[config.mk]
export PLATFORM = sky130hd
export DESIGN_NAME = bshifter_mac_ctrl
export DESIGN_NICKNAME = d
export VERILOG_FILES = /design/src/rtl/bshifter_mac_ctrl.sv
export SDC_FILE = /design/constraint.sdc
export NUM_CORES = 1
export LEC_CHECK = 0
export ABC_AREA = 1
export CORE_MARGIN = 2
export CORE_UTILIZATION = 50
export DETAILED_ROUTE_END_ITERATION = 10
export GPL_ROUTABILITY_DRIVEN = 0
export GPL_TIMING_DRIVEN = 0
export PLACE_DENSITY = 0.72
export SYNTH_ARGS = -nofsm -noshare
export SYNTH_HDL_FRONTEND = slang
export SYNTH_SLANG_ARGS = --single-unit
[constraint.sdc]
create_clock -name clk -period 3.29 [get_ports clk]
set_input_delay 0.4935 -clock clk [delete_from_list [all_inputs] [get_ports clk]]
set_output_delay 0.4935 -clock clk [all_outputs]
set_load 0.01 [all_outputs]
[src/rtl/bshifter_mac_ctrl.sv]
// Shift/multiply service unit: one shared 16-bit barrel shifter, round-robin between two requesters,
// single-pass SHL and iterative shift-add MUL. Optional macro SKIP_ZERO_EN visits only the set bits of b.

module bshifter16 (
  input  logic [15:0] a,
  input  logic [3:0]  n,
  output logic [15:0] sho
);

  logic [15:0] stg1_s;
  logic [15:0] stg2_s;
  logic [15:0] stg4_s;

  // Four log-stages of left shift with zero fill
  always_comb begin
    if (n[0]) begin
      stg1_s = {a[14:0], 1'b0};
    end else begin
      stg1_s = a;
    end
    if (n[1]) begin
      stg2_s = {stg1_s[13:0], 2'b00};
    end else begin
      stg2_s = stg1_s;
    end
    if (n[2]) begin
      stg4_s = {stg2_s[11:0], 4'h0};
    end else begin
      stg4_s = stg2_s;
    end
    if (n[3]) begin
      sho = {stg4_s[7:0], 8'h00};
    end else begin
      sho = stg4_s;
    end
  end

endmodule

module bshifter_mac_ctrl #(
  parameter int W       = 16,
  parameter bit RR_INIT = 1'b0
) (
  input  logic         clk,
  input  logic         rst,
  input  logic         req0_valid,
  output logic         req0_ready,
  input  logic         req0_op,
  input  logic [W-1:0] req0_a,
  input  logic [W-1:0] req0_b,
  input  logic         req1_valid,
  output logic         req1_ready,
  input  logic         req1_op,
  input  logic [W-1:0] req1_a,
  input  logic [W-1:0] req1_b,
  output logic         resp_valid,
  input  logic         resp_ready,
  output logic         resp_id,
  output logic [W-1:0] resp_data,
  output logic         busy
);

  typedef enum logic [1:0] {
    ST_IDLE = 2'd0,
    ST_EXEC = 2'd1,
    ST_RESP = 2'd2
  } state_t;

`ifdef SKIP_ZERO_EN
  function automatic logic [3:0] lowest_set(input logic [15:0] v);
    logic [3:0] idx;
    idx = 4'd0;
    for (int k = 15; k >= 0; k--) begin
      if (v[k]) begin
        idx = k[3:0];
      end else begin
        idx = idx;
      end
    end
    return idx;
  endfunction

  // Returns {found, index} of the lowest set bit strictly above cur
  function automatic logic [4:0] next_set_above(input logic [15:0] v, input logic [3:0] cur);
    logic [4:0] res;
    res = 5'd0;
    for (int k = 15; k >= 0; k--) begin
      if (v[k] && (k > int'(cur))) begin
        res = {1'b1, k[3:0]};
      end else begin
        res = res;
      end
    end
    return res;
  endfunction
`endif

  state_t      state_r;
  state_t      state_s;
  logic        ptr_r;
  logic        op_r;
  logic [15:0] a_r;
  logic [15:0] b_r;
  logic [15:0] acc_r;
  logic [3:0]  i_r;

  logic        sel_s;
  logic        accept_s;
  logic        sel_op_s;
  logic [15:0] sel_a_s;
  logic [15:0] sel_b_s;
  logic [3:0]  sh_n_s;
  logic [15:0] sh_o_s;
  logic [15:0] acc_add_s;
  logic        last_s;
  logic [3:0]  i_next_s;
  logic [3:0]  i_first_s;

  bshifter16 u_shifter (
    .a   (a_r),
    .n   (sh_n_s),
    .sho (sh_o_s)
  );

  // Arbitration, request mux and MUL step control
  always_comb begin
    if (req0_valid && req1_valid) begin
      sel_s = ptr_r;
    end else begin
      sel_s = req1_valid;
    end
    req0_ready = (state_r == ST_IDLE) && req0_valid && (sel_s == 1'b0);
    req1_ready = (state_r == ST_IDLE) && req1_valid && (sel_s == 1'b1);
    accept_s   = req0_ready || req1_ready;
    if (sel_s) begin
      sel_op_s = req1_op;
      sel_a_s  = req1_a;
      sel_b_s  = req1_b;
    end else begin
      sel_op_s = req0_op;
      sel_a_s  = req0_a;
      sel_b_s  = req0_b;
    end
    if (op_r) begin
      sh_n_s = i_r;
    end else begin
      sh_n_s = b_r[3:0];
    end
    if (b_r[i_r]) begin
      acc_add_s = acc_r + sh_o_s;
    end else begin
      acc_add_s = acc_r;
    end
`ifdef SKIP_ZERO_EN
    {last_s, i_next_s} = next_set_above(b_r, i_r);
    last_s    = ~last_s;
    i_first_s = lowest_set(sel_b_s);
`else
    last_s    = (i_r == 4'd15);
    i_next_s  = i_r + 4'd1;
    i_first_s = 4'd0;
`endif
  end

  // Next-state logic
  always_comb begin
    state_s = state_r;
    case (state_r)
      ST_IDLE: begin
        if (accept_s) begin
          state_s = ST_EXEC;
        end else begin
          state_s = ST_IDLE;
        end
      end
      ST_EXEC: begin
        if (!op_r || last_s) begin
          state_s = ST_RESP;
        end else begin
          state_s = ST_EXEC;
        end
      end
      ST_RESP: begin
        if (resp_valid && resp_ready) begin
          state_s = ST_IDLE;
        end else begin
          state_s = ST_RESP;
        end
      end
      default: state_s = ST_IDLE;
    endcase
  end

  // State register
  always_ff @(posedge clk or posedge rst) begin
    if (rst) begin
      state_r <= ST_IDLE;
    end else begin
      state_r <= state_s;
    end
  end

  // Datapath and registered outputs
  always_ff @(posedge clk or posedge rst) begin
    if (rst) begin
      ptr_r      <= RR_INIT;
      op_r       <= 1'b0;
      a_r        <= 16'h0000;
      b_r        <= 16'h0000;
      acc_r      <= 16'h0000;
      i_r        <= 4'd0;
      resp_valid <= 1'b0;
      resp_data  <= 16'h0000;
      resp_id    <= 1'b0;
      busy       <= 1'b0;
    end else begin
      busy <= (state_s != ST_IDLE);
      case (state_r)
        ST_IDLE: begin
          if (accept_s) begin
            op_r    <= sel_op_s;
            a_r     <= sel_a_s;
            b_r     <= sel_b_s;
            resp_id <= sel_s;
            ptr_r   <= ~sel_s;
            acc_r   <= 16'h0000;
            i_r     <= i_first_s;
          end
        end
        ST_EXEC: begin
          if (!op_r) begin
            resp_data <= b_r[4] ? 16'h0000 : sh_o_s;
          end else begin
            acc_r <= acc_add_s;
            i_r   <= i_next_s;
            if (last_s) begin
              resp_data <= acc_add_s;
            end
          end
        end
        ST_RESP: begin
          // Valid rises one cycle after entering RESP, drops on the handshake
          if (!resp_valid) begin
            resp_valid <= 1'b1;
          end else if (resp_ready) begin
            resp_valid <= 1'b0;
          end
        end
        default: resp_valid <= 1'b0;
      endcase
    end
  end

endmodule
==> flow_metrics.env <==
export IMPL_crit_top_cell="nand2_1"
export IMPL_syn_nets=869
export IMPL_wire_per_inst_um=15.0
export IMPL_synthArstFlopShare_pct=100
export IMPL_tightest_slew_ns=0.752
export IMPL_arrival_ns=3.40
export IMPL_remaining_drc_errors=0
export IMPL_p_total_mw=8.62
export IMPL_end_kind="flop"
export IMPL_grt_pass1_wl_um=26300
export IMPL_maxCapViolations=0
export IMPL_seqCellArea_mm2=0.00188
export IMPL_status="complete, no violations"
export IMPL_routed_via_density=5.50
export IMPL_io_pins=92
export IMPL_finalNetCount=999
export IMPL_slew_violations=0
export IMPL_ys_ff_latch=75
export IMPL_period_minus_slack_ns=3.14
export IMPL_syn_area_mm2=0.00536
export IMPL_numPortBuffers=91
export IMPL_worstSkewPairLatency_ns=0.37
export IMPL_critical_path_max_stage_delay_ns=0.41
export IMPL_grt_max_degree=55
export IMPL_ctsRootBufferMaster="clkbuf_8"
export IMPL_rsz0062_at_grt="true"
export IMPL_routed_wl_um=15800
export IMPL_hold_buffers=0
export IMPL_min_period_over_period_pct=95.5
export IMPL_clk_path_buf_depth=2
export IMPL_final_common_cell="nand2_1"
export IMPL_die_area_mm2=0.0116
export IMPL_diodes=0
export IMPL_drive_gt1_share_pct=15.6
export IMPL_htree_levels=3
export IMPL_multiInputGateArea_mm2=0.00314
export IMPL_drt_first_iter_violations=345
export IMPL_crit_chain="buf_6 > o21ai_4 > buf_6 > buf_6 > nand4_1 > buf_4 > nor2_4 > ha_4 > inv_1 > fa_2 > o21bai_1 > nand2_1 > nand2_2 > nand3_1 > nand2_2 > nand2_1 > nand2_1 > nand2_1 > nand3_1 > nand2_2 > a21oi_2 > nor2_1"
export IMPL_start_util_pct=51.7
export IMPL_crit_fanout=4
export IMPL_clk_pin_slew_ns=0.09
export IMPL_ys_seq_area_share_pct=35.0
export IMPL_drt_pass1_iter_count=5
export IMPL_synth_cells=783
export IMPL_antenna_found_initial=0
export IMPL_die_h_um=108
export IMPL_layout_area_overhead_vs_synth_pct=32.0
export IMPL_grt_pass1_vias=5604
export IMPL_row_count=37
export IMPL_cp_start_kind="flop"
export IMPL_avgSynthCellArea_um2=6.84
export IMPL_yosys_warnings=0
export IMPL_cp_slowest_cell="dfrtp_1"
export IMPL_cts_buffers=9
export IMPL_synth_edff_count=0
export IMPL_core_region_area_mm2=0.0104
export IMPL_worst_ep_required_time_ns=3.55
export IMPL_fill_cells=927
export IMPL_ys_flop_type="dfrtp_1"
export IMPL_setup_violations=0
export IMPL_clock_sinks=75
export IMPL_hp_class="input port to asynchronous set/reset pin"
export IMPL_ant_nets=0
export IMPL_clock_skew_final_ns=0.0159
export IMPL_crit_type="flop to flop"
export IMPL_dp_hpwl_um=12000
export IMPL_cts_tree="yes"
export IMPL_synth_cell_type_count=43
export IMPL_die_w_um=108
export IMPL_cellPowerDensity_mw_per_mm2=1220
export IMPL_layout_common_cells="231 x nand2_1, 91 x clkdlybuf4s50_1, 73 x inv_1, 73 x nor2_1, 73 x dfrtp_1"
export IMPL_hold_violations=0
export IMPL_ir_drop_mv=0.531
export IMPL_leakage_nw=3.31
export IMPL_track_usage_pct=28.5
export IMPL_finalSetupTns_ns=0
export IMPL_slew_headroom_pct=49.7
export IMPL_gr_total_overflow=0
export IMPL_num_vias=5802
export IMPL_max_freq_ghz=0.318
[stage by stage]
step                      util (%)  setup slack, ns  hold slack [ns]  std cells  area, um2
after floorplan                  -            0.345            0.451        783       5360
after global placement        62.1           -0.341            0.463       1010       6440
after detailed placement      62.4           -0.372            0.471       1011       6470
after CTS                     65.4          0.00910            0.450       1039       6790
after global routing          68.2          -0.0458            0.464       1054       7070
final                         68.2            0.147            0.431       1054       7070
[worst paths after layout]
| check | startpoint | end | slack (ns) | cells after the start |
|---|---|---|---|---|
| min in group clk | resp_data[9] | resp_data[9] | 0.49 | 2 |
| max | op_r | resp_data[8] | 0.15 | 22 |
| max in group asynchronous | rst | i_r[2] | 2.28 | 3 |
| max reg2reg | op_r | resp_data[8] | 0.15 | 22 |
| min | rst | resp_data[1] | 0.43 | 2 |
| min reg2reg | resp_data[9] | resp_data[9] | 0.49 | 2 |
[timing repair]
action / in CTS / in global routing
pin swaps: 4 / 16
setup buffers: 11 / 14
setup endpoints to repair: 15 / 21
resized for setup: 22 / 53
cloned: 1 / 1
[logic make-up (layout without fill, tap and decap cells)]
group | count (synthesis) | count (layout) | share of synthesized area (%)
compound gates | 149 | 149 | 16.8
xor+xnor | 3 | 3 | 0.491
fa+ha+maj | 15 | 15 | 3.64
buf+inv | 120 | 255 | 9.95
flops | 75 | 75 | 35.0
simple gates | 421 | 421 | 34.1
[state kept, by name (all words and copies together), names as in the netlist]
name	count
a_r	16
acc_r	16
b_r	16
busy	1
i_r	4
op_r	1
ptr_r	1
resp_data	16
resp_id	1
resp_valid	1
state_r	2
[cell usage after synthesis, types with 14 or more instances]
| library cell | n | area share, % |
|---|---|---|
| nor2_1 | 79 | 5.5 |
| o21ai_0 | 43 | 4.0 |
| dfrtp_1 | 75 | 35 |
| clkbuf_1 | 18 | 1.3 |
| inv_1 | 76 | 5.3 |
| nand3_1 | 62 | 5.8 |
| a31oi_1 | 38 | 4.4 |
| a21oi_1 | 34 | 3.2 |
| ha_1 | 14 | 3.3 |
| nand2_1 | 240 | 17 |
[critical path: cells and delay by family (launching register included)]
kind / cells / cell delay (ns)
and+or+nand+nor: 12 / 1.04
AOI/OAI and AO/OA: 3 / 0.49
adders and majority gates: 2 / 0.51
DFF: 1 / 0.41
buffers and inverters: 5 / 0.60
[final cells by class]
class	instances	share of cell area, %
Multi-Input combinational cell	588	44.4
Inverter	87	4.83
Buffer	33	3.20
Tap cell	136	2.41
Timing Repair Buffer	119	16.2
Clock buffer	12	2.05
Clock inverter	4	0.371
Sequential cell	75	26.6
[routing by layer]
metal  routed length [um]  GRT usage, %
met5                    0             0
met4                  606          13.8
met3                 1030          4.36
met2                 7570          48.7
met1                 6630          35.2
[where the power goes]
group | internal (mW) | leakage (nW) | switching [mW] | total [mW]
combinational | 2.39 | 2.32 | 3.91 | 6.30
sequential | 1.35 | 0.907 | 0.309 | 1.66
clock | 0.294 | 0.0863 | 0.367 | 0.661
Power figures use the tool's default switching activity.
